==> src/rtl/lcd_controller.sv <==
// HD44780 write-only controller: power-up wait, optional init sequence (LCD_INIT_SEQ_EN), then one byte per request.
// Latency: 1 setup + T_EN_CYC pulse + settle cycles per byte; o_wr_rdy is high only while idle, requests seen while busy are dropped.
module lcd_controller #(
   parameter int T_PWR_CYC = 750000,
   parameter int T_EN_CYC  = 25,
   parameter int T_CMD_CYC = 2000,
   parameter int T_CLR_CYC = 82000
) (
   input  logic       i_clk,
   input  logic       i_rst_n,
   input  logic       i_wr_vld,
   input  logic       i_wr_rs,
   input  logic [7:0] i_wr_data,
   output logic       o_wr_rdy,
   output logic       o_init_done,
   output logic       o_lcd_on,
   output logic       o_lcd_en,
   output logic       o_lcd_rs,
   output logic       o_lcd_rw,
   output logic [7:0] o_lcd_data
);

   typedef enum logic [2:0] {PWR_WAIT, INIT, IDLE, SETUP, PULSE, SETTLE} state_t;

   localparam int MAX_A = (T_PWR_CYC > T_CLR_CYC) ? T_PWR_CYC : T_CLR_CYC;
   localparam int MAX_B = (T_CMD_CYC > T_EN_CYC) ? T_CMD_CYC : T_EN_CYC;
   localparam int MAX_C = (MAX_A > MAX_B) ? MAX_A : MAX_B;
   localparam int CW    = $clog2(MAX_C + 1);

   localparam logic [CW-1:0] PWR_LAST = CW'(T_PWR_CYC - 1);
   localparam logic [CW-1:0] EN_LAST  = CW'(T_EN_CYC - 1);
   localparam logic [CW-1:0] CMD_LAST = CW'(T_CMD_CYC - 1);
   localparam logic [CW-1:0] CLR_LAST = CW'(T_CLR_CYC - 1);

   state_t        state;
   state_t        next_state;
   logic [CW-1:0] cnt;
   logic [CW-1:0] settle_last;
   logic [2:0]    init_idx;
   logic [7:0]    init_byte;
   logic          rs_q;
   logic [7:0]    data_q;
   logic          lcd_on_q;
   logic          init_done_q;

   always_comb begin
      init_byte = 8'h38;
      case (init_idx)
         3'd3:    init_byte = 8'h0C;
         3'd4:    init_byte = 8'h01;
         3'd5:    init_byte = 8'h06;
         default: init_byte = 8'h38;
      endcase
   end

   // Clear and return-home need the long settle; everything else uses the short one.
   always_comb begin
      settle_last = CMD_LAST;
      if (!rs_q && (data_q inside {8'h01, 8'h02, 8'h03}))
         settle_last = CLR_LAST;
   end

   always_comb begin
      next_state = state;
      case (state)
         PWR_WAIT: begin
            if (lcd_on_q && (cnt == PWR_LAST)) begin
`ifdef LCD_INIT_SEQ_EN
               next_state = INIT;
`else
               next_state = IDLE;
`endif
            end
         end
         INIT:   next_state = SETUP;
         IDLE:   if (i_wr_vld) next_state = SETUP;
         SETUP:  next_state = PULSE;
         PULSE:  if (cnt == EN_LAST) next_state = SETTLE;
         SETTLE: begin
            if (cnt == settle_last) begin
               if (init_done_q || (init_idx == 3'd5))
                  next_state = IDLE;
               else
                  next_state = INIT;
            end
         end
         default: next_state = PWR_WAIT;
      endcase
   end

   always_ff @(posedge i_clk or negedge i_rst_n) begin
      if (!i_rst_n) begin
         state       <= PWR_WAIT;
         cnt         <= '0;
         init_idx    <= 3'd0;
         rs_q        <= 1'b0;
         data_q      <= 8'h00;
         lcd_on_q    <= 1'b0;
         init_done_q <= 1'b0;
      end else begin
         state    <= next_state;
         lcd_on_q <= 1'b1;

         // Counter restarts on every state change and only runs in timed states.
         if (next_state != state)
            cnt <= '0;
         else if ((state == PULSE) || (state == SETTLE) ||
                  ((state == PWR_WAIT) && lcd_on_q))
            cnt <= cnt + 1'b1;

         if ((state == IDLE) && i_wr_vld) begin
            rs_q   <= i_wr_rs;
            data_q <= i_wr_data;
         end else if (state == INIT) begin
            rs_q   <= 1'b0;
            data_q <= init_byte;
         end

         if ((state == SETTLE) && (next_state == INIT))
            init_idx <= init_idx + 3'd1;

         if (next_state == IDLE)
            init_done_q <= 1'b1;
      end
   end

   assign o_wr_rdy    = (state == IDLE);
   assign o_lcd_en    = (state == PULSE);
   assign o_lcd_rw    = 1'b0;
   assign o_lcd_rs    = rs_q;
   assign o_lcd_data  = data_q;
   assign o_lcd_on    = lcd_on_q;
   assign o_init_done = init_done_q;

endmodule

==> config.mk <==
export PLATFORM = sky130hd
export DESIGN_NAME = lcd_controller
export DESIGN_NICKNAME = d
export VERILOG_FILES = /design/src/rtl/lcd_controller.sv
export SDC_FILE = /design/constraint.sdc
export NUM_CORES = 1
export LEC_CHECK = 0
export CORE_MARGIN = 8
export CORE_UTILIZATION = 55
export DETAILED_ROUTE_END_ITERATION = 16
export GPL_ROUTABILITY_DRIVEN = 0
export PLACE_DENSITY_LB_ADDON = 0.15
export SLEW_MARGIN = 5
export SYNTH_ARGS = -nofsm -noshare
export SYNTH_HDL_FRONTEND = slang
export SYNTH_SLANG_ARGS = --single-unit
export TNS_END_PERCENT = 1
==> constraint.sdc <==
create_clock -name i_clk -period 2.2 [get_ports i_clk]
set_input_delay 0.33 -clock i_clk [delete_from_list [all_inputs] [get_ports i_clk]]
set_output_delay 0.33 -clock i_clk [all_outputs]
set_load 0.02 [all_outputs]
==> out/summary.log, run 1 <==
qor: floorplan.floorplan.core_area 0.00403 mm2
qor: sta.max_slew.worst_pin.slew 0.821 ns
qor: pwr.clkPwrFrac 46.0%
qor: worst_setup_path.largest_fanout_on_the_critical_path 4
qor: job.drv_cap 0
qor: detailed_routing.wire_length_reported_by_the_detailed_router 5140 um
qor: clocking.clk_latency 0.28 ns
qor: detailed_routing.via_count 1797
qor: sta.worst_clock_skew 0.00649 ns
qor: floorplan.die_height 80.8 um
qor: clocking.htreeDepth 2
qor: pwr.post-layout-total-power 1330 uW
qor: global_routing.grt_pass1_vias 1905
qor: worst_setup_path.critical_path_class reg -> reg
qor: pwr.peakVddDrop 0.000438 V
qor: synth.post_synth_num_cell_types 56
qor: global_routing.overflow 0
qor: worst_setup_path.worst-endpoint-required 2.37 ns
qor: pwr.p_int 1070 uW
qor: detailed_routing.routed_via_density 5.78
qor: sta.period_share 94.5%
qor: clocking.hold_buffers 0
qor: global_routing.wire_length_of_the_first_global_routing_pass 9040 um
qor: clocking.tritoncts yes
qor: floorplan.dieWidth 80.8 um
qor: finish.areaGrowthSynthToFinish 17.4%
qor: finish.filler_cell_count 340
qor: pwr.combinationalPowerShare 2.8%
qor: finish.layout-drive-gt1-share 19.9%
qor: synth.synth_area_per_cell 9.98 um2
qor: finish.area_used_by_multi_input_combinational_logic 0.00123 mm2
qor: floorplan.rows 23
qor: finish.ff_latch_area 927 um2
qor: detailed_routing.drtPass1Iterations 5
qor: synth.async_reset_ff_share 100%
qor: floorplan.boundaryPins 26
qor: global_routing.number_of_antenna_violations_at_the_first_check_in_global_routing 0
qor: synth.synth_seq_area_share 40.2%
qor: worst_setup_path.worst_ep_arrival_time 2.25 ns
qor: sta.final-hold-violation-count 0
qor: synth.synth_area_leaders sky130_fd_sc_hd__dfrtp_1 (40%), sky130_fd_sc_hd__a21oi_2 (7.6%), sky130_fd_sc_hd__xnor2_1 (7.6%)
qor: finish.fin_nets 278
qor: sta.final.min_clock_period 2.08 ns
qor: detailed_routing.drt-initial-drc-count 155
qor: global_routing.grt_start_max_net_pins 38
qor: synth.post-synth-top-area-fraction 40.2%
qor: floorplan.floorplan.die_area 0.00652 mm2
qor: synth.syn_area 0.00231 mm2
qor: detailed_routing.drc 0
qor: synth.synth_top_cell_by_area sky130_fd_sc_hd__dfrtp_1
qor: sta.setup_viol 0
qor: pwr.netSwitchingPower 261 uW
qor: floorplan.initial_utilization 57.2%
qor: worst_setup_path.cp-start-kind flip-flop
qor: status.run_status complete, no violations
qor: worst_setup_path.crit_path_end_kind flip-flop
qor: synth.synthesis.yosys.warnings 0
qor: placement.dpl.hpwl 3690 um
qor: clocking.cts_max_path_buffers 2
qor: sta.slew_violations 0
qor: sta.worst_hold_slack 0.132 ns
qor: finish.n_antenna_cell 0
qor: pwr.total_leakage_power 0.00112 uW
qor: synth.synth_enable_flop_cells 0
qor: clocking.cts_num_sinks 37
qor: hold_path.holdCritPathClass in -> async
qor: pwr.power.density_cell_area 490 mW/mm2
qor: synth.ys_seq_elements 37
qor: synth.syn_inst 231
qor: detailed_routing.avgRoutedWirePerCell 16.5 um
qor: sta.slew-limit-headroom 45.2%
qor: synth.synth_flop_cell sky130_fd_sc_hd__dfrtp_1
qor: detailed_routing.antenna_viol_nets_final 0
qor: sta.finalSetupTns 0 ns
qor: global_routing.gr-usage-all-layers 17.3%
qor: placement.place.port_buffers 24
qor: synth.mappedNetlistNets 249
qor: clocking.clock-root-buffer sky130_fd_sc_hd__clkbuf_8
qor: sta.maxClockFrequency 481 MHz
qor: clocking.cts_buffers 5
qor: sta.unrepaired_setup_endpoints_after_global_routing no
qor: pwr.sequentialPowerShare 51.3%
qor: pwr.power.switching_fraction 19.7%
qor: clocking.clkTransAtPathRegs 0.08 ns
==> synthesized netlist by cell type (all sizes together), types with 2 or more instances <==
| master | number |
|---|---|
| dfrtp | 37 |
| a21oi | 25 |
| nand2 | 22 |
| xnor2 | 20 |
| nor2 | 18 |
| inv | 11 |
| nor4 | 10 |
| nor3 | 8 |
| o21ai | 8 |
| nand3 | 7 |
| buf | 6 |
| ha | 6 |
| clkbuf | 5 |
| nand4 | 4 |
| a221o | 3 |
| and3 | 3 |
| o2111ai | 3 |
| a211o | 2 |
| and2 | 2 |
| and4 | 2 |
| conb | 2 |
| mux2i | 2 |
| nand2b | 2 |
| nor2b | 2 |
| o211ai | 2 |
==> cell families (layout without fill, tap and decap cells) <==
| kind of cell | count (synthesis) | after routing | share of synthesized area (%) |
|---|---|---|---|
| multiplexers | 3 | 3 | 1.52 |
| buffers and inverters | 22 | 52 | 6.67 |
| flip-flops | 37 | 37 | 40.2 |
| XOR/XNOR | 20 | 20 | 7.60 |
| AND/OR/NAND/NOR | 90 | 90 | 21.1 |
| other | 2 | 2 | 0.326 |
| AO/OA/AOI/OAI | 51 | 51 | 19.4 |
| adder cells (fa/ha/maj) | 6 | 6 | 3.26 |
==> state kept, by name (all words and copies together) (netlist names) <==
name / flops
o_init_done: 1
o_lcd_rs: 1
state: 3
o_lcd_data: 8
init_idx: 3
cnt: 20
o_lcd_on: 1
==> critical path, stage by stage (launching register included) <==
cell,delay (ns)
sky130_fd_sc_hd__dfrtp_1,0.43
sky130_fd_sc_hd__nor2_1,0.20
sky130_fd_sc_hd__or4bb_1,0.58
sky130_fd_sc_hd__o21ai_4,0.20
sky130_fd_sc_hd__o2111ai_2,0.21
sky130_fd_sc_hd__mux2_4,0.34
==> cell usage in the layout (no fill, tap or decap), types with 8 or more instances in the layout <==
cell type,instances
sky130_fd_sc_hd__inv_1,11
sky130_fd_sc_hd__xnor2_1,20
sky130_fd_sc_hd__a21oi_2,20
sky130_fd_sc_hd__nand2_1,22
sky130_fd_sc_hd__nor2_1,17
sky130_fd_sc_hd__dfrtp_1,36
sky130_fd_sc_hd__nor3_1,8
sky130_fd_sc_hd__clkdlybuf4s50_1,22
sky130_fd_sc_hd__nor4_1,9
==> metrics by stage <==
| stage | util [%] | worst slack [ns] | instance area [um2] | std cells |
|---|---|---|---|---|
| 6_report | 67.2 | 0.121 | 2710 | 311 |
| 5_1_grt | 67.2 | 0.0425 | 2710 | 311 |
| 4_1_cts | 67.1 | 0.00776 | 2710 | 311 |
| 3_5_place_dp | 64.1 | 0.139 | 2580 | 303 |
| 3_3_place_gp | 64.1 | 0.180 | 2580 | 303 |
| 2_1_floorplan | - | 0.114 | 2310 | 231 |
==> metal layers <==
metal	routed length, um	up-vias	track usage (%)
li1	-	881	-
met5	0	-	0
met4	26	0	3.93
met2	2430	40	26.5
met1	2460	874	23.5
met3	222	2	5.08
==> path summary, 6_finish.rpt <==
check                                      to  cells after the start  slack (ns)         from
worst max-delay path              init_idx[1]                      5        0.12       cnt[9]
worst min-delay path            o_lcd_data[1]                      1        0.13      i_rst_n
worst max register to register    init_idx[1]                      5        0.12       cnt[9]
worst min register to register    o_init_done                      1        0.51  o_init_done
max in group asynchronous            state[2]                      1        1.50      i_rst_n
min in group i_clk                o_init_done                      1        0.51  o_init_done
==> power groups by stage <==
| stage | clock network, uW | registers (uW) | logic [uW] |
|---|---|---|---|
| after floorplan | 0 | 696 | 3.36 |
| after global placement | 0 | 694 | 37.3 |
| after detailed placement | 0 | 694 | 37.5 |
| after CTS | 629 | 681 | 37.8 |
| after global routing | 671 | 681 | 41.4 |
| final | 610 | 681 | 36.6 |
==> final cells by class <==
class	instances	share of cell area, %
inverter	11	1.52
tap	50	2.31
multi-input combinational	172	45.3
timing repair buffer	33	12.2
sequential	37	34.2
clock inverter	2	1.39
clock buffer	6	3.05
==> timing repair <==
| action | 4_1_cts | 5_1_grt |
|---|---|---|
| gates resized for setup | 1 | 1 |
| setup endpoints to repair | 1 | 1 |
| setup buffers | 0 | 0 |
Note: power is estimated with default switching activity, not from simulation.
==> run 2: changes to the inputs <==
CORE_UTILIZATION = 51   (was 55)
SLEW_MARGIN = 25   (was 5)
clock period = 1.8 ns   (was 2.2 ns; I/O delays follow)
==> out/summary.log, run 2 (synthesis results as in run 1) <==
qor: worst_setup_path.setup.reg_to_reg.worst_slack -0.26 ns [-0.38 ns]
qor: sta.worst_clock_skew 0.00419 ns [-0.00230 ns]
qor: finish.finish.cell_count_without_fillers 358 [+15%]
qor: finish.layout-drive-gt1-share 31.4% [+11 points]
qor: floorplan.initial_utilization 53.0% [-4.3 points]
qor: worst_setup_path.critical_path_class reg -> reg
qor: finish.fin_nets 323 [+16%]
qor: placement.dpl.hpwl 4250 um [+15%]
qor: pwr.p_int 1310 uW [+23%]
qor: clocking.clk_latency 0.29 ns [about the same]
qor: status.run_status complete, but fails checks
qor: sta.final.min_clock_period 2.06 ns [-0.0176 ns]
qor: worst_setup_path.cp_num_buf_inv 1 [+1]
qor: sta.slew-limit-headroom 66.8% [+22 points]
qor: sta.post-route-worst-setup-slack -0.261 ns [-0.382 ns]
qor: clocking.cts_num_sinks 37 [unchanged]
qor: finish.n_antenna_cell 0 [unchanged]
qor: pwr.clkPwrFrac 46.1% [about the same]
qor: finish.leading_cell_type_in_the_layout_fill_and_taps_excluded sky130_fd_sc_hd__buf_4
qor: sta.max_slew.worst_pin.slew 0.496 ns [-0.325 ns]
qor: detailed_routing.via_count 1985 [+10%]
qor: worst_setup_path.critical_path.max_stage_delay 0.55 ns [-0.03 ns]
qor: pwr.power.switching_fraction 20.0% [+0.31 points]
qor: floorplan.die_height 83.2 um [+3.1%]
qor: clocking.clock-root-buffer sky130_fd_sc_hd__clkbuf_8
qor: floorplan.dieWidth 83.2 um [+3.1%]
qor: worst_setup_path.worst-endpoint-required 2.03 ns [-0.34 ns]
qor: sta.setup_viol 25 [+25]
qor: global_routing.wire_length_of_the_first_global_routing_pass 9780 um [+8.2%]
qor: sta.maxClockFrequency 485 MHz [+0.86%]
qor: finish.largest_register_ffs 20 [unchanged]
qor: pwr.sequentialPowerShare 50.9% [-0.4 points]
qor: clocking.cts_max_path_buffers 2 [unchanged]
qor: worst_setup_path.rr_startpoint o_lcd_data[3]
qor: global_routing.grt_start_max_net_pins 22 [-42%]
qor: global_routing.number_of_antenna_violations_at_the_first_check_in_global_routing 0 [unchanged]
qor: detailed_routing.drt-initial-drc-count 83 [-46%]
qor: worst_setup_path.cp-start-kind flip-flop
qor: clocking.htreeDepth 2 [unchanged]
qor: worst_setup_path.largest_fanout_on_the_critical_path 18 [+14]
qor: pwr.total_leakage_power 0.00135 uW [+20%]
qor: worst_setup_path.reg2reg_depth 6 [+1]
qor: clocking.cts_buffers 5 [unchanged]
qor: worst_setup_path.worst_ep_arrival_time 2.29 ns [+0.04 ns]
qor: worst_setup_path.r2r_end cnt[6]
qor: pwr.netSwitchingPower 327 uW [+25%]
qor: global_routing.grt_pass1_vias 2088 [+9.6%]
qor: floorplan.floorplan.core_area 0.00435 mm2 [+8.1%]
qor: clocking.tritoncts yes
qor: pwr.post-layout-total-power 1640 uW [+23%]
qor: global_routing.gr-usage-all-layers 16.9% [-0.36 points]
qor: job.drv_cap 0 [unchanged]
qor: sta.slew_violations 0 [unchanged]
qor: worst_setup_path.setup.worst_path.start o_lcd_data[3]
qor: detailed_routing.drc 0 [unchanged]
qor: floorplan.floorplan.die_area 0.00693 mm2 [+6.3%]
qor: clocking.post_cts.repair.setup_buffers 0 [unchanged]
qor: hold_path.holdCritPathClass in -> async
qor: placement.dpl.cell_count 349 [+15%]
qor: worst_setup_path.cp.depth 6 [+1]
qor: sta.period_share 115% [+20 points]
qor: floorplan.boundaryPins 26 [unchanged]
qor: sta.worst_hold_slack 0.459 ns [+0.327 ns]
qor: placement.place.port_buffers 24 [unchanged]
qor: detailed_routing.antenna_viol_nets_final 0 [unchanged]
qor: worst_setup_path.critical-path-top-delay-family compound AO/OA/AOI/OAI gates
qor: sta.final-hold-violation-count 0 [unchanged]
qor: detailed_routing.drtPass1Iterations 4 [-1]
qor: placement.dp_worst_setup_slack -0.253 ns [-0.392 ns]
qor: detailed_routing.avgRoutedWirePerCell 15.6 um [-5.3%]
qor: pwr.peakVddDrop 0.000452 V [+3.1%]
qor: worst_setup_path.crit_path_end_kind flip-flop
qor: sta.finalSetupTns -5.80 ns [-5.80 ns]
qor: finish.register_with_the_most_flip_flops cnt
qor: worst_setup_path.critical_path.slowest_cell sky130_fd_sc_hd__or4_4
qor: floorplan.rows 24 [+4.3%]
qor: pwr.power.density_cell_area 531 mW/mm2 [+8.3%]
qor: pwr.combinationalPowerShare 3.0% [+0.2 points]
qor: clocking.clkTransAtPathRegs 0.07 ns [about the same]
qor: detailed_routing.wire_length_reported_by_the_detailed_router 5600 um [+9.0%]
qor: global_routing.overflow 0 [unchanged]
qor: finish.areaGrowthSynthToFinish 33.6%
qor: finish.commonest_non_fill_non_tap_cells_in_the_layout sky130_fd_sc_hd__buf_4 (49), sky130_fd_sc_hd__dfrtp_1 (36), sky130_fd_sc_hd__nand2_1 (21), sky130_fd_sc_hd__clkdlybuf4s50_1 (21)
qor: detailed_routing.routed_via_density 5.54 [-4.0%]
qor: worst_setup_path.crit_chain or4_4, o311ai_4, o21ai_4, a211o_1, buf_12, a21oi_2
qor: status.failed_checks negative setup slack
qor: sta.unrepaired_setup_endpoints_after_global_routing yes
-- run 2: power by group through the flow --
| stage | Sequential, uW | Combinational, uW | Clock (uW) |
|---|---|---|---|
| 6_report | 832 | 49.8 | 754 |
| 5_1_grt | 832 | 56.2 | 800 |
| 4_1_cts | 832 | 51.6 | 778 |
| 3_5_place_dp | 849 | 50.0 | 0 |
| 3_3_place_gp | 848 | 49.1 | 0 |
| 2_1_floorplan | 850 | 4.11 | 0 |
-- run 2: metrics by stage --
stage / cell area, um2 / utilization, %
finish: 3080 / 70.8
CTS: 3080 / 70.7
global placement: 2940 / 67.6
floorplan: 2320 / -
detailed placement: 2940 / 67.6
global route: 3080 / 70.8
-- run 2: repair_timing --
| item | 4_1_cts | 5_1_grt |
|---|---|---|
| setup endpoints to repair | 27 | 28 |
| hold endpoints to repair | 19 | 0 |
| hold buffers | 1 | 0 |
| gates resized for setup | 4 | 2 |
| cloned | 0 | 0 |
| pin swaps | 0 | 2 |
-- run 2: final cells by class --
cell class,instances,area (um2)
clock buffer,7,86.3
clock inverter,1,30.0
fill,332,1270
inverter,11,41.3
multi-input combinational,172,1250
sequential,37,927
tap,52,65.1
timing repair buffer,78,683
-- run 2: worst max path at each step --
stage / endpoint / slack (ns)
after global placement: cnt[9] / -0.22
after CTS: cnt[4] / -0.26
final: cnt[6] / -0.26
after floorplan: init_idx[1] / -0.23
after global routing: cnt[11] / -0.32
after detailed placement: cnt[4] / -0.25
-- run 2: per-layer routing --
layer | routed length (um) | vias to the layer above | GRT usage, % | share of wire (%)
li1 | - | 972 | - | -
met1 | 2500 | 954 | 20.3 | 45
met2 | 2710 | 50 | 28.1 | 48
met3 | 286 | 9 | 4.39 | 5.1
met4 | 93 | 0 | 6.39 | 1.7
met5 | 0 | - | 0 | 0
